$ cat config.mk
export PLATFORM = sky130hd
export DESIGN_NAME = alu_share_arbiter
export DESIGN_NICKNAME = d
export VERILOG_FILES = /design/src/rtl/alu_share_arbiter.sv
export SDC_FILE = /design/constraint.sdc
export NUM_CORES = 1
export LEC_CHECK = 0
export ABC_AREA = 0
export BUFFER_PORTS_ARGS = -buffer_cell sky130_fd_sc_hd__buf_2
export CELL_PAD_IN_SITES_DETAIL_PLACEMENT = 1
export CELL_PAD_IN_SITES_GLOBAL_PLACEMENT = 2
export CORE_MARGIN = 1
export CORE_UTILIZATION = 26
export CTS_CLUSTER_DIAMETER = 100
export DETAILED_ROUTE_END_ITERATION = 12
export GPL_ROUTABILITY_DRIVEN = 0
export HOLD_SLACK_MARGIN = 0.06
export PLACE_DENSITY = 0.9
export SYNTH_ARGS = -nofsm -noshare
export SYNTH_HDL_FRONTEND = slang
export SYNTH_SLANG_ARGS = --single-unit
$ cat constraint.sdc
create_clock -name clk -period 4.5 [get_ports clk]
set_input_delay 0.9 -clock clk [delete_from_list [all_inputs] [get_ports clk]]
set_output_delay 0.9 -clock clk [all_outputs]
set_load 0.05 [all_outputs]
$ cat src/rtl/alu_share_arbiter.sv
// alu_share_arbiter: shares one combinational ALU between two requesters through an IDLE/ISSUE/RESP sequencer.
// Define ALU_ARB_ROUND_ROBIN_EN for round-robin tie-breaking; otherwise port 0 has fixed priority.
module alu_share_arbiter (
  input  logic        clk,
  input  logic        rst_n,
  input  logic        req0_valid,
  output logic        req0_ready,
  input  logic [31:0] req0_a,
  input  logic [31:0] req0_b,
  input  logic [5:0]  req0_ctrl,
  input  logic [4:0]  req0_shamt,
  output logic        rsp0_valid,
  input  logic        rsp0_ready,
  output logic [31:0] rsp0_result,
  output logic        rsp0_zero,
  output logic        rsp0_err,
  input  logic        req1_valid,
  output logic        req1_ready,
  input  logic [31:0] req1_a,
  input  logic [31:0] req1_b,
  input  logic [5:0]  req1_ctrl,
  input  logic [4:0]  req1_shamt,
  output logic        rsp1_valid,
  input  logic        rsp1_ready,
  output logic [31:0] rsp1_result,
  output logic        rsp1_zero,
  output logic        rsp1_err,
  output logic [31:0] alu_a,
  output logic [31:0] alu_b,
  output logic [5:0]  alu_ctrl,
  output logic [4:0]  alu_shamt,
  input  logic [31:0] alu_result,
  input  logic        alu_zero,
  output logic [1:0]  dbg_state
);

  // Handshakes: a transfer happens on a rising edge where valid and ready are both high;
  // ready never depends on request data, and a response holds its data until rsp ready is seen.

  typedef enum logic [1:0] {IDLE = 2'd0, ISSUE = 2'd1, RESP = 2'd2} state_t;

  state_t      state, state_nxt;
  logic        grant_q;
  logic [31:0] op_a_q, op_b_q;
  logic [5:0]  op_ctrl_q;
  logic [4:0]  op_shamt_q;
  logic        op_illegal_q;
  logic [31:0] res_result_q;
  logic        res_zero_q, res_err_q;
  logic        win0, win1, acc0, acc1, rsp_hs;
  logic [31:0] sel_a, sel_b;
  logic [5:0]  sel_ctrl;
  logic [4:0]  sel_shamt;

  function automatic logic ctrl_legal(input logic [5:0] c);
    case (c)
      6'b100000, 6'b100001, 6'b100010, 6'b100011,
      6'b100100, 6'b100101, 6'b100110, 6'b100111,
      6'b101010, 6'b000000, 6'b000010, 6'b000011,
      6'b000100, 6'b000110, 6'b000111: ctrl_legal = 1'b1;
      default:                         ctrl_legal = 1'b0;
    endcase
  endfunction

`ifdef ALU_ARB_ROUND_ROBIN_EN
  // last_grant_q = 1 means port 1 was granted last, so port 0 wins the next tie.
  logic last_grant_q;

  always_comb begin
    win0 = req0_valid & (~req1_valid | last_grant_q);
    win1 = req1_valid & (~req0_valid | ~last_grant_q);
  end

  always_ff @(posedge clk or negedge rst_n) begin
    if (!rst_n) begin
      last_grant_q <= 1'b1;
    end else if (acc0 | acc1) begin
      last_grant_q <= acc1;
    end
  end
`else
  always_comb begin
    win0 = req0_valid;
    win1 = req1_valid & ~req0_valid;
  end
`endif

  assign req0_ready = (state == IDLE) & win0;
  assign req1_ready = (state == IDLE) & win1;
  assign acc0       = req0_valid & req0_ready;
  assign acc1       = req1_valid & req1_ready;

  assign sel_a     = acc1 ? req1_a     : req0_a;
  assign sel_b     = acc1 ? req1_b     : req0_b;
  assign sel_ctrl  = acc1 ? req1_ctrl  : req0_ctrl;
  assign sel_shamt = acc1 ? req1_shamt : req0_shamt;

  assign rsp_hs = (rsp0_valid & rsp0_ready) | (rsp1_valid & rsp1_ready);

  always_comb begin
    state_nxt = state;
    case (state)
      IDLE:    if (acc0 | acc1) state_nxt = ISSUE;
      ISSUE:   state_nxt = RESP;
      RESP:    if (rsp_hs) state_nxt = IDLE;
      default: state_nxt = IDLE;
    endcase
  end

  always_ff @(posedge clk or negedge rst_n) begin
    if (!rst_n) begin
      state        <= IDLE;
      grant_q      <= 1'b0;
      op_a_q       <= '0;
      op_b_q       <= '0;
      op_ctrl_q    <= '0;
      op_shamt_q   <= '0;
      op_illegal_q <= 1'b0;
      res_result_q <= '0;
      res_zero_q   <= 1'b0;
      res_err_q    <= 1'b0;
    end else begin
      state <= state_nxt;
      if (acc0 | acc1) begin
        grant_q      <= acc1;
        op_a_q       <= sel_a;
        op_b_q       <= sel_b;
        op_ctrl_q    <= sel_ctrl;
        op_shamt_q   <= sel_shamt;
        op_illegal_q <= ~ctrl_legal(sel_ctrl);
      end
      // Illegal codes never forward the ALU's undefined output.
      if (state == ISSUE) begin
        res_result_q <= op_illegal_q ? 32'd0 : alu_result;
        res_zero_q   <= op_illegal_q ? 1'b1  : alu_zero;
        res_err_q    <= op_illegal_q;
      end
    end
  end

  assign alu_a     = op_a_q;
  assign alu_b     = op_b_q;
  assign alu_ctrl  = op_ctrl_q;
  assign alu_shamt = op_shamt_q;

  assign rsp0_valid  = (state == RESP) & ~grant_q;
  assign rsp1_valid  = (state == RESP) &  grant_q;
  assign rsp0_result = rsp0_valid ? res_result_q : 32'd0;
  assign rsp0_zero   = rsp0_valid & res_zero_q;
  assign rsp0_err    = rsp0_valid & res_err_q;
  assign rsp1_result = rsp1_valid ? res_result_q : 32'd0;
  assign rsp1_zero   = rsp1_valid & res_zero_q;
  assign rsp1_err    = rsp1_valid & res_err_q;

  assign dbg_state = state;

endmodule

==> flow_summary.json <==
{
  "crit_family": "buffers and inverters",
  "postSynthAreaPerCell_um2": 9.680,
  "synth.distinct_cells": 24,
  "cts_buffers": 17,
  "path_cells": "nand2b_1, nor2_1, buf_4, and2_1, buf_2",
  "powerDensity_nw_per_um2": 753.4,
  "antenna_found_initial": 1,
  "hpwl_um": 13930,
  "drtIter0Drc": 150,
  "clock_sinks": 113,
  "io-pin-count": 338,
  "via_per_inst": 4.430,
  "finalSetupTns_ns": 0,
  "total_leakage_power_nw": 4.360,
  "maxCapViolCount": 0,
  "relSlewSlack_pct": 26.89,
  "dieWidth_um": 148.1,
  "first_global_vias": 5468,
  "synth_nets": 762,
  "placementRows": 53,
  "grt_max_degree": 83,
  "path_max_fanout": 35,
  "finClkSkew_ns": 0.01042,
  "dr.pass1.iters": 4,
  "peakVddDrop_v": 0.0004254,
  "drv_slew": 0,
  "grt_overflow": 0,
  "post-place-ws_ns": 1.440,
  "setup_viol_count_final": 0,
  "drc_errors": 0,
  "wire_per_inst_um": 15.69,
  "hold_buffers": 0,
  "crit_required_ns": 3.60,
  "arrival_ns": 2.04,
  "ys_ff_latch": 113,
  "fin_crit_ns": 2.938,
  "rsz0062_at_grt": "no",
  "io_buffers": 337,
  "cp-end-kind": "output port",
  "grt_use_total_pct": 17.37,
  "clkTransAtPathRegs_ns": 0.06,
  "via_count": 5241,
  "status": "completed",
  "nFillCells": 2583,
  "tightest_slew_ns": 1.097,
  "synth_area_um2": 5547,
  "cpPeakStageDelay_ns": 0.50,
  "fmax_ghz": 0.3404,
  "synth_top_area_cell": "dfrtp_1",
  "synth_top_area_share_pct": 50.98,
  "die_area_um2": 21920,
  "path_class": "register to output port",
  "htreeDepth": 4,
  "postCtsSetupRepairBufs": 0,
  "yosys_warnings": 0,
  "fin_crit_sh_pct": 65.28,
  "drive_above_1_share_pct": 42.01,
  "ant_nets": 0,
  "start_util_pct": 26.47,
  "nets": 1083,
  "grt_pass1_wl_um": 29350,
  "die_y_um": 148.1,
  "ys_seq_area_share_pct": 50.98,
  "ys_top_cells_by_area": "dfrtp_1 51%, mux2i_1 14%, and2_1 7.7%, nand2_1 7.4%, o21ai_1 6.8%",
  "cts-root-buf": "clkbuf_16",
  "core_area_um2": 20960,
  "clk_latency_ns": 0.41,
  "synth_cells": 573,
  "crit_slowest_cell": "dfrtp_1",
  "ctsResizeCount": 0,
  "path_buf_inv": 2,
  "cp-start-kind": "register",
  "finalWirelength_um": 18560,
  "hold_viol": 0,
  "hp-class": "register to register",
  "cts.path.max_buffers": 2,
  "fin_ws_ns": 1.562,
  "syn_to_final_growth_pct": 43.97,
  "cts_tree": "done"
}
==> worst min-delay path: cells and delay by family, from the launching register on <==
| kind | cells | cell delay [ns] |
|---|---|---|
| DFF | 1 | 0.34 |
| and+or+nand+nor | 1 | 0.05 |
| AOI/OAI and AO/OA | 1 | 0.06 |
==> per-layer routing <==
| layer | vias up | wire (µm) | GRT usage [%] |
|---|---|---|---|
| li1 | 2556 | - | - |
| met4 | 0 | 238 | 5.412 |
| met5 | - | 0 | 0 |
| met2 | 226 | 8978 | 29.48 |
| met3 | 19 | 1735 | 6.656 |
| met1 | 2440 | 7609 | 20.13 |
==> cells in the mapped netlist, drive strengths merged <==
library cell	count
inv	3
o21ai	112
and2	68
buf	20
mux2	2
a21oi	2
a21o	1
o32a	1
dfrtp	113
nor2	4
mux2i	75
a211oi	1
clkbuf	21
nand2	109
nor3b	1
nor2b	2
nand2b	35
o31ai	1
or2	1
nor4b	1
==> path summary, 6_finish.rpt <==
kind                                          to  slack [ns]  cells after the start       startpoint
min in group asynchronous       res_result_q[26]        0.55                      1            rst_n
worst max register to register          alu_b[9]        1.94                      5     dbg_state[0]
worst max-delay path             rsp1_result[23]        1.56                      5     dbg_state[0]
worst min register to register   res_result_q[7]        0.49                      2  res_result_q[7]
max in group asynchronous               alu_a[6]        3.14                      2            rst_n
worst min-delay path             res_result_q[7]        0.49                      2  res_result_q[7]
==> state kept, by name, summed over array words and instances, names as in the netlist <==
name and cells:
alu_b 32, alu_a 32, res_err_q 1, alu_shamt 5, alu_ctrl 6, res_result_q 32, op_illegal_q 1, res_zero_q 1
dbg_state 2, grant_q 1
==> cell families (layout without fill, tap and decap cells) <==
| logic type | count (synthesis) | in the layout | synth area share [%] |
|---|---|---|---|
| AOI/OAI and AO/OA | 118 | 118 | 10.87 |
| buffers and inverters | 44 | 378 | 4.196 |
| DFF | 113 | 113 | 50.98 |
| muxes | 77 | 77 | 13.94 |
| other | 0 | 1 | 0 |
| and+or+nand+nor | 221 | 221 | 20.01 |
==> area by class of cell <==
type                            instances  area [µm²]  area share [%]
Antenna cell                            1       2.502         0.03134
Clock inverter                         14       108.9           1.363
Tap cell                              275       344.1           4.309
Sequential cell                       113        2828           35.41
Clock buffer                           18       439.2           5.500
Inverter                                3       11.26          0.1410
Multi-Input combinational cell        416        2505           31.37
Timing Repair Buffer                  343        1747           21.87
==> power breakdown <==
part	switching (W)	leakage (nW)	internal, W
combinational	0.00223	2.70	0.000800
sequential	0.000289	1.41	0.00145
clock	0.000530	0.256	0.000725
total	0.00305	4.36	0.00297
==> metrics by stage <==
step           area (µm²)  std cells  power (W)  utilization, %  hold slack, ns
2_1_floorplan        5547        573   0.004019               -          0.4552
3_3_place_gp         7435       1150   0.004767           35.48          0.4685
3_5_place_dp         7435       1150   0.004829           35.48          0.4802
4_1_cts              7983       1182   0.006115           38.09          0.4928
5_1_grt              7983       1182   0.006385           38.09          0.5345
6_report             7985       1183   0.006016           38.11          0.4864
==> layout by cell type (no fill, tap or decap), types with 3 or more instances in the layout <==
cell type	Yosys	final
nor2_1	4	4
clkinv_4	0	3
nand2_1	109	108
o21ai_0	37	37
buf_2	6	336
dfrtp_1	113	113
clkbuf_16	0	17
buf_4	13	6
inv_6	0	4
o21ai_1	75	75
mux2i_1	75	75
nand2b_1	35	34
clkinvlp_4	0	5
inv_1	3	3
and2_1	68	68
(Power assumes the default switching activity.)
